<file path="config.mk">
export PLATFORM = sky130hd
export DESIGN_NAME = mult_div_ctrl
export DESIGN_NICKNAME = d
export VERILOG_FILES = /design/src/rtl/mult_div_ctrl.sv
export SDC_FILE = /design/constraint.sdc
export NUM_CORES = 1
export LEC_CHECK = 0
export ABC_CLOCK_PERIOD_IN_PS = 6200
export BUFFER_PORTS_ARGS = -buffer_cell sky130_fd_sc_hd__buf_2
export CAP_MARGIN = 20
export CORE_MARGIN = 4
export CORE_UTILIZATION = 49
export CTS_BUF_LIST = sky130_fd_sc_hd__clkbuf_2
export DETAILED_ROUTE_END_ITERATION = 10
export PLACE_DENSITY = 0.7
export RECOVER_POWER = 50
export SYNTH_ARGS = -nofsm -noshare
export SYNTH_HDL_FRONTEND = slang
export SYNTH_SLANG_ARGS = --single-unit
</file>
<file path="constraint.sdc">
create_clock -name clock -period 6.2 [get_ports clock]
set_input_delay 1.55 -clock clock [delete_from_list [all_inputs] [get_ports clock]]
set_output_delay 1.55 -clock clock [all_outputs]
set_load 0.05 [all_outputs]
</file>
<file path="src/rtl/mult_div_ctrl.sv">
`default_nettype none
// ============================================================================
// Module      : mult_div_ctrl
// Description : Iterative HI/LO multiply/divide unit (MULT, MULTU, DIV, DIVU)
//               using shift-add multiply and restoring shift-subtract divide.
// Revision    : 1.0 - initial release
// ============================================================================
module mult_div_ctrl #(
  parameter int WIDTH = 32
) (
  input  logic             clock,
  input  logic             reset,
  input  logic             start,
  input  logic [1:0]       op,
  input  logic [WIDTH-1:0] opA,
  input  logic [WIDTH-1:0] opB,
  output logic             busy,
  output logic             done,
  output logic [WIDTH-1:0] hi,
  output logic [WIDTH-1:0] lo,
  output logic             div_zero
);

  localparam int CNT_W = $clog2(WIDTH + 1);

  typedef enum logic [1:0] {
    IDLE = 2'd0,
    ITER = 2'd1,
    FIX  = 2'd2,
    DONE = 2'd3
  } state_t;

  state_t             r_state;
  state_t             w_nextState;
  logic [CNT_W-1:0]   r_count;
  logic [1:0]         r_op;
  logic               r_negQ;
  logic               r_negR;
  logic [WIDTH-1:0]   r_factor;
  logic [WIDTH-1:0]   r_workHi;
  logic [WIDTH-1:0]   r_workLo;

  logic               w_isSigned;
  logic               w_divByZero;
  logic [WIDTH-1:0]   w_absA;
  logic [WIDTH-1:0]   w_absB;
  logic [WIDTH:0]     w_mulSum;
  logic [WIDTH:0]     w_shifted;
  logic [WIDTH:0]     w_diff;
  logic [2*WIDTH-1:0] w_prod;
  logic [2*WIDTH-1:0] w_prodFix;
  logic [WIDTH-1:0]   w_quotFix;
  logic [WIDTH-1:0]   w_remFix;

  // Signed ops work on magnitudes; the most negative value maps onto itself,
  // which is still the correct unsigned magnitude.
  assign w_isSigned  = ~op[0];
  assign w_divByZero = op[1] && (opB == '0);
  assign w_absA      = (w_isSigned && opA[WIDTH-1]) ? -opA : opA;
  assign w_absB      = (w_isSigned && opB[WIDTH-1]) ? -opB : opB;

  assign w_mulSum  = {1'b0, r_workHi} + (r_workLo[0] ? {1'b0, r_factor} : '0);
  assign w_shifted = {r_workHi, r_workLo[WIDTH-1]};
  assign w_diff    = w_shifted - {1'b0, r_factor};

  assign w_prod    = {r_workHi, r_workLo};
  assign w_prodFix = r_negQ ? -w_prod : w_prod;
  assign w_quotFix = r_negQ ? -r_workLo : r_workLo;
  assign w_remFix  = r_negR ? -r_workHi : r_workHi;

  always_ff @(posedge clock or posedge reset) begin
    if (reset) begin
      r_state <= IDLE;
    end else begin
      r_state <= w_nextState;
    end
  end

  always_comb begin
    w_nextState = r_state;
    busy        = 1'b0;
    done        = 1'b0;
    case (r_state)
      IDLE: begin
        if (start) begin
          w_nextState = w_divByZero ? DONE : ITER;
        end
      end
      ITER: begin
        busy = 1'b1;
        if (r_count == CNT_W'(1)) begin
          w_nextState = FIX;
        end
      end
      FIX: begin
        busy        = 1'b1;
        w_nextState = DONE;
      end
      DONE: begin
        done        = 1'b1;
        w_nextState = IDLE;
      end
      default: w_nextState = IDLE;
    endcase
  end

  always_ff @(posedge clock or posedge reset) begin
    if (reset) begin
      r_count  <= '0;
      r_op     <= '0;
      r_negQ   <= 1'b0;
      r_negR   <= 1'b0;
      r_factor <= '0;
      r_workHi <= '0;
      r_workLo <= '0;
      hi       <= '0;
      lo       <= '0;
      div_zero <= 1'b0;
    end else begin
      case (r_state)
        IDLE: begin
          if (start) begin
            r_op     <= op;
            r_count  <= CNT_W'(WIDTH);
            r_negQ   <= w_isSigned & (opA[WIDTH-1] ^ opB[WIDTH-1]);
            r_negR   <= w_isSigned & op[1] & opA[WIDTH-1];
            r_workHi <= '0;
            div_zero <= w_divByZero;
            // Divide shifts the dividend out of workLo; multiply shifts the multiplier.
            if (op[1]) begin
              r_factor <= w_absB;
              r_workLo <= w_absA;
            end else begin
              r_factor <= w_absA;
              r_workLo <= w_absB;
            end
          end
        end
        ITER: begin
          r_count <= r_count - CNT_W'(1);
          if (r_op[1]) begin
            if (!w_diff[WIDTH]) begin
              r_workHi <= w_diff[WIDTH-1:0];
              r_workLo <= {r_workLo[WIDTH-2:0], 1'b1};
            end else begin
              r_workHi <= w_shifted[WIDTH-1:0];
              r_workLo <= {r_workLo[WIDTH-2:0], 1'b0};
            end
          end else begin
            {r_workHi, r_workLo} <= {w_mulSum, r_workLo[WIDTH-1:1]};
          end
        end
        FIX: begin
          if (r_op[1]) begin
            hi <= w_remFix;
            lo <= w_quotFix;
          end else begin
            {hi, lo} <= w_prodFix;
          end
        end
        default: begin
        end
      endcase
    end
  end

endmodule
`default_nettype wire

</file>
==> results_dict.tcl, run 1 <==
set metrics [dict create \
    status "finished, violations left" \
    violations "max-capacitance violations, max-slew violations" \
    grt_usage_pct 26.9 \
    viasPerCell 5.93 \
    die_y_um 179 \
    p_leak_nw 6.77 \
    gr-max-usage-layer "met2" \
    p_sw_mw 5.29 \
    coreArea_mm2 0.0287 \
    wl_per_cell_um 18.9 \
    critPathKind "primary input to flip-flop" \
    cts_buffers 17 \
    fin_skew_ns 0.0694 \
    maxCapViolations 4 \
    dr_total_vias 13500 \
    row_count 62 \
    worstSkewPairLatency_ns 0.85 \
    synth_ff_type "dfrtp_1" \
    die_area_mm2 0.0319 \
    swShare_pct 56.1 \
    use_met1_pct 37.8 \
    area_growth_pct 8.27 \
    antenna_found_initial 2 \
    endpoint_kind "flip-flop" \
    async_flop_share_pct 100 \
    grt_pass1_vias 12500 \
    final_nets 2022 \
    syn-num-nets 1948 \
    cp_slowest_stage_delay_ns 2.06 \
    htree_levels 4 \
    cts.sinks 172 \
    slew_headroom_pct -96.4 \
    min_path_type "flip-flop to flip-flop" \
    vdd_ir_drop_max_mv 0.356 \
    grt_util_met2_pct 42.3 \
    setup_tns_ns 0 \
    hold_buffers 0 \
    rsz0062_at_grt "false" \
    clockRootBuffer "clkbuf_2" \
    slowest_stage "clkbuf_1" \
    hold_viol_final 0 \
    ys_seq_area_share_pct 30.2 \
    drt_iter0_drc 1127 \
    synth-edff-count 0 \
    avgSynthCellArea_um2 7.91 \
    grt_overflow 0 \
    path_buf_inv 3 \
    p_comb_share_pct 69.4 \
    fin_crit_sh_pct 78.4 \
    hpwlAfterDp_um 33000 \
    grt_max_degree 142 \
    final_layout_size_suffix_gt1_share_pct 13.3 \
    worst-r2r-cell-count 8 \
    tightest_slew_ns 2.95 \
    syn_inst 1803 \
    post_cts_buffers 0 \
    path_clk_slew_ns 0.27 \
    port_buffers 135 \
    grt_pass1_wl_um 67700 \
    cp.depth 7 \
    wl_um 42900 \
    whs_path_depth 2 \
    power_density_mw_per_mm2 611 \
    cts_resized 0 \
    max_freq_ghz 0.206 \
    intPower_mw 4.14 \
    netlist_area_mm2 0.0143 \
    start_util_pct 49.7 \
    clockBufferDepth 2 \
    required_ns 6.95 \
    path_max_fanout 73 \
    ys_ff_latch 172 \
    io_pins 136 \
    gp_congestion 0.934 \
    die_w_um 179 \
    globalRouteMet3Util_pct 4.77 \
    p_clk_share_pct 6.4 \
    synth_cell_types 73 \
    cts_tree "built" \
    first_pass_iters 8 \
    final_util_pct 53.8 \
    final_antenna_net_count 0 \
    setup_viol 0 \
    power.share.sequential_pct 24.2 \
    finalCriticalPeriod_ns 4.86 \
    cp.arrival_ns 5.61 \
    yosys_warnings 0 \
    remaining_drc_errors 0 \
    crit_family "buffers and inverters" \
    worstPathCellList "buf_2, nand2_2, clkbuf_1, a21boi_4, buf_4, nor3_1, a221o_1" \
    worstSetupStartpointType "primary input" \
    report.final.slew_viol_count 221 \
]
[cells in the mapped netlist, types with 3 or more instances]
| cell type | instances | area share (%) |
|---|---|---|
| o221ai_1 | 6 | 0.37 |
| o31ai_1 | 20 | 1.1 |
| dfrtp_1 | 172 | 30 |
| and2_1 | 6 | 0.26 |
| a211o_1 | 4 | 0.25 |
| a221o_1 | 4 | 0.28 |
| a32oi_1 | 3 | 0.18 |
| a31oi_1 | 18 | 0.79 |
| inv_1 | 70 | 1.8 |
| o21ai_0 | 130 | 4.6 |
| a21boi_0 | 6 | 0.32 |
| mux2_2 | 41 | 3.2 |
| a21oi_1 | 224 | 7.9 |
| or2_2 | 3 | 0.13 |
| xor2_1 | 83 | 5.1 |
| or3_1 | 9 | 0.39 |
| o21bai_1 | 7 | 0.37 |
| nand4_1 | 12 | 0.53 |
| buf_1 | 7 | 0.18 |
| a21oi_2 | 3 | 0.18 |
| a41o_1 | 3 | 0.21 |
| nor3_1 | 44 | 1.5 |
| xnor2_1 | 93 | 5.7 |
| o21a_1 | 12 | 0.63 |
| o211ai_1 | 8 | 0.42 |
| a31o_2 | 4 | 0.25 |
| nor4_1 | 15 | 0.66 |
| nand2_1 | 122 | 3.2 |
| or4_4 | 3 | 0.24 |
| and3_1 | 5 | 0.22 |
| clkbuf_1 | 88 | 2.3 |
| o22ai_1 | 5 | 0.22 |
| a22oi_1 | 19 | 1.0 |
| nand2b_1 | 18 | 0.79 |
| or4_1 | 7 | 0.37 |
| nor2_1 | 267 | 7.0 |
| nand3_1 | 25 | 0.88 |
| o31a_1 | 4 | 0.25 |
| a311oi_1 | 3 | 0.18 |
| mux2i_1 | 33 | 2.3 |
| a211oi_1 | 34 | 1.8 |
| ha_1 | 74 | 6.5 |
| o41ai_1 | 12 | 0.74 |
| a21o_1 | 28 | 1.5 |
| nor2b_1 | 13 | 0.57 |
[cell usage in the layout, fill, tap and decap left out, types with 9 or more instances in the layout]
cell type	netlist	layout
buf_4	0	15
nand2_1	122	121
o21ai_0	130	130
nor2b_1	13	13
ha_1	74	73
a211oi_1	34	33
xnor2_1	93	93
nor3_1	44	44
mux2i_1	33	33
o21a_1	12	12
nand4_1	12	12
mux2_2	41	41
o41ai_1	12	12
o31ai_1	20	20
or3_1	9	9
xor2_1	83	83
nor4_1	15	15
inv_1	70	69
a22oi_1	19	19
nand3_1	25	25
nand2b_1	18	18
a21oi_1	224	224
dfrtp_1	172	171
buf_2	1	135
a21o_1	28	28
nor2_1	267	266
a31oi_1	18	18
clkbuf_2	1	17
[stage by stage]
| step | hold slack (ns) | power (mW) | cells | worst slack, ns | instance area [µm²] |
|---|---|---|---|---|---|
| detailed placement | 0.462 | 8.76 | 2242 | 1.77 | 15200 |
| CTS | 0.518 | 9.38 | 2274 | 1.73 | 15500 |
| finish | 0.514 | 9.44 | 2275 | 1.34 | 15400 |
| floorplan | 0.439 | 7.06 | 1803 | 2.21 | 14300 |
| global route | 0.536 | 10.2 | 2275 | 0.987 | 15400 |
| global placement | 0.460 | 8.69 | 2242 | 1.89 | 15200 |
[cell families after synthesis]
kind of cell    after synthesis  synth area share (%)
xor+xnor                    176                  10.8
flops                       172                  30.2
simple gates                563                  17.7
fa+ha+maj                    76                  6.77
buf+inv                     170                  4.54
compound gates              572                  24.5
mux                          74                  5.55
[tightest hold or removal path, delay by kind of cell, from the launching register on]
family	cells	cell delay, ns
AOI/OAI and AO/OA	1	0.06
DFF	1	0.40
and+or+nand+nor	1	0.05
[metal layers]
| metal | up-vias | part of all wire [%] |
|---|---|---|
| met5 | - | 0.019 |
| met4 | 2 | 2.8 |
| met3 | 71 | 6.2 |
| met2 | 456 | 45 |
| met1 | 6379 | 46 |
| li1 | 6574 | - |
[worst paths after layout]
| check | endpoint | from | slack [ns] |
|---|---|---|---|
| max | r_workLo[23] | start | 1.34 |
| max reg2reg | r_workLo[23] | r_state[0] | 1.39 |
| min | r_factor[5] | r_factor[5] | 0.51 |
| max in group asynchronous | hi[25] | reset | 3.73 |
| min reg2reg | r_factor[5] | r_factor[5] | 0.51 |
| min in group asynchronous | r_workHi[14] | reset | 0.99 |
[registers in the layout, summed over array words and instances, names as in the netlist]
register and flops:
lo 32, r_count 6, r_state 2, r_factor 32, r_workHi 32, div_zero 1, r_negR 1, r_negQ 1
r_workLo 32, r_op 1, hi 32
[power groups by stage]
| stage | logic (mW) | registers [mW] | clock network, mW |
|---|---|---|---|
| floorplan | 4.33 | 2.73 | 0 |
| global placement | 6.42 | 2.27 | 0 |
| detailed placement | 6.47 | 2.29 | 0 |
| CTS | 6.50 | 2.26 | 0.620 |
| global route | 7.14 | 2.35 | 0.671 |
| finish | 6.54 | 2.28 | 0.608 |
[final cells by class]
class	instances	area (µm²)
clock buffers	17	85.1
fillers	2791	13300
flip-flops and latches	172	4310
diodes	1	2.50
inverters	72	272
well taps	384	480
repair buffers	153	816
clock inverters	15	140
multi-input cells	1461	9350
No activity file was read; power rests on OpenSTA's default activity.
==> run 2: changes to the inputs <==
Settings changed: ABC_CLOCK_PERIOD_IN_PS 6200 to 4600, PLACE_DENSITY 0.7 to 0.67.
Clock period 6.2 ns to 4.6 ns, I/O delays scaled along.
==> run 2 against run 1 <==
The run still ends with max-capacitance violations, max-slew violations left. Setup slack got worse by 0.93 ns. Worst hold slack got worse by 0.00064 ns. Power increased by 36%. Register-to-register slack got worse by 0.98 ns. Final cell count increased by 0.26%. Die area unchanged. Clock skew increased by 0.0084 ns. Global-route usage increased by 0.60 points. Via count increased by 1.2%. Sequential power increased by 35%. Design area increased by 0.20%. First-iteration DRC count increased by 2.0%. Largest cell class unchanged. Highest routed layer is now met4.
==> results_dict.tcl, run 2 (synthesis results as in run 1) <==
set metrics [dict create \
    hold_viol_final 0 \
    final_nets 2028 \
    power_density_mw_per_mm2 827 \
    tightest_slew_ns 2.86 \
    swShare_pct 55.8 \
    p_sw_mw 7.15 \
    critPathKind "flip-flop to flip-flop" \
    cts_tree "built" \
    grt_pass1_vias 12700 \
    fin_cells 2281 \
    min_from "r_factor[20]" \
    slowest_stage "dfrtp_1" \
    max_freq_ghz 0.239 \
    fin_crit_sh_pct 91.1 \
    wl_um 43600 \
    clockBufferDepth 2 \
    port_buffers 135 \
    cts.sinks 172 \
    rsz0062_at_grt "false" \
    dp_cells 2248 \
    p_clk_share_pct 6.7 \
    path_max_fanout 32 \
    hold_buffers 0 \
    final_cell_mix "nor2_1 (267), a21oi_1 (224), dfrtp_1 (171), buf_2 (134), o21ai_0 (130)" \
    endpoint_kind "flip-flop" \
    final_common_cell "nor2_1" \
    p_comb_share_pct 69.3 \
    worstSetupStartpointType "flip-flop" \
    cts_buffers 17 \
    violations "max-capacitance violations, max-slew violations" \
    grt_usage_pct 27.5 \
    grt_pass1_wl_um 69400 \
    final_util_pct 53.9 \
    io_pins 136 \
    p_leak_nw 6.79 \
    clockRootBuffer "clkbuf_2" \
    htree_levels 4 \
    die_w_um 179 \
    dr_total_vias 13600 \
    cp-startpoint "r_workLo[31]" \
    antenna_found_initial 1 \
    cp.arrival_ns 4.95 \
    required_ns 5.36 \
    vdd_ir_drop_max_mv 0.433 \
    wl_per_cell_um 19.1 \
    cts_resized 0 \
    post_cts_buffers 0 \
    maxCapViolations 5 \
    die_y_um 179 \
    gp_congestion 0.964 \
    finalCriticalPeriod_ns 4.19 \
    start_util_pct 49.7 \
    min_path_type "flip-flop to flip-flop" \
    grt_max_degree 173 \
    power.share.sequential_pct 24.0 \
    remaining_drc_errors 0 \
    area_growth_pct 8.49 \
    viasPerCell 5.98 \
    slew_headroom_pct -90.7 \
    final_layout_size_suffix_gt1_share_pct 13.3 \
    intPower_mw 5.66 \
    regToRegStartpoint "r_workLo[31]" \
    fin_skew_ns 0.0778 \
    grt_overflow 0 \
    hpwlAfterDp_um 33000 \
    worstPathCellList "inv_1, ha_1, fa_1, nand2b_1, a21oi_1, o21ai_0, a21oi_1, o21ai_0, o31a_1, a211oi_4, buf_12, mux2i_1, a21oi_1, a22o_1" \
    path_clk_slew_ns 0.26 \
    cp_slowest_stage_delay_ns 0.54 \
    first_pass_iters 5 \
    worstSkewPairLatency_ns 0.88 \
    coreArea_mm2 0.0287 \
    status "finished, violations left" \
    setup_viol 0 \
    row_count 62 \
    final_antenna_net_count 0 \
    setup_tns_ns 0 \
    cp_common_cell "a21oi_1" \
    die_area_mm2 0.0319 \
    report.final.slew_viol_count 347 \
    drt_iter0_drc 1150 \
]
## run 2: path summary, 6_finish.rpt
check	to	slack (ns)	cells past startpoint
min in group asynchronous	r_factor[4]	1.16	3
max in group asynchronous	r_op[1]	1.83	3
max reg2reg	r_workHi[3]	0.41	14
max	r_workHi[3]	0.41	14
min reg2reg	r_factor[20]	0.51	2
min	r_factor[20]	0.51	2
## run 2: area by class of cell
cell class              count  area (µm²)
multi-input cells        1461        9330
flip-flops and latches    172        4310
diodes                      1        2.50
inverters                  72         274
repair buffers            159         857
well taps                 384         480
fillers                  2829       13200
clock buffers              17        85.1
clock inverters            15         146
## run 2: power groups by stage
stage          clock (mW)  combinational [mW]  sequential [mW]
6_report            0.853                8.88             3.08
5_1_grt             0.920                9.73             3.16
4_1_cts             0.871                8.83             3.05
3_5_place_dp            0                8.81             3.08
3_3_place_gp            0                8.73             3.05
2_1_floorplan           0                5.84             3.68
## run 2: metal layers
layer	global-route usage, %	wire length, µm	vias up
met5	0	0	-
met4	7.96	924	0
met3	5.19	3080	56
met2	41.9	19100	490
met1	39.9	20500	6496
li1	-	-	6606
## run 2: critical path, delay by kind of cell (launching register included)
family / cells / cell delay, ns
buffers and inverters: 2 / 0.39
DFF: 1 / 0.54
adders and majority gates: 2 / 0.61
AOI/OAI and AO/OA: 8 / 2.14
and+or+nand+nor: 1 / 0.19
muxes: 1 / 0.21
## run 2: stage by stage
step	power (mW)	hold slack, ns	cell area [µm²]	setup WS, ns
finish	12.8	0.513	15500	0.409
global route	13.8	0.504	15500	0.113
CTS	12.7	0.472	15500	0.462
detailed placement	11.9	0.467	15300	0.483
global placement	11.8	0.461	15300	0.552
floorplan	9.52	0.439	14300	1.01
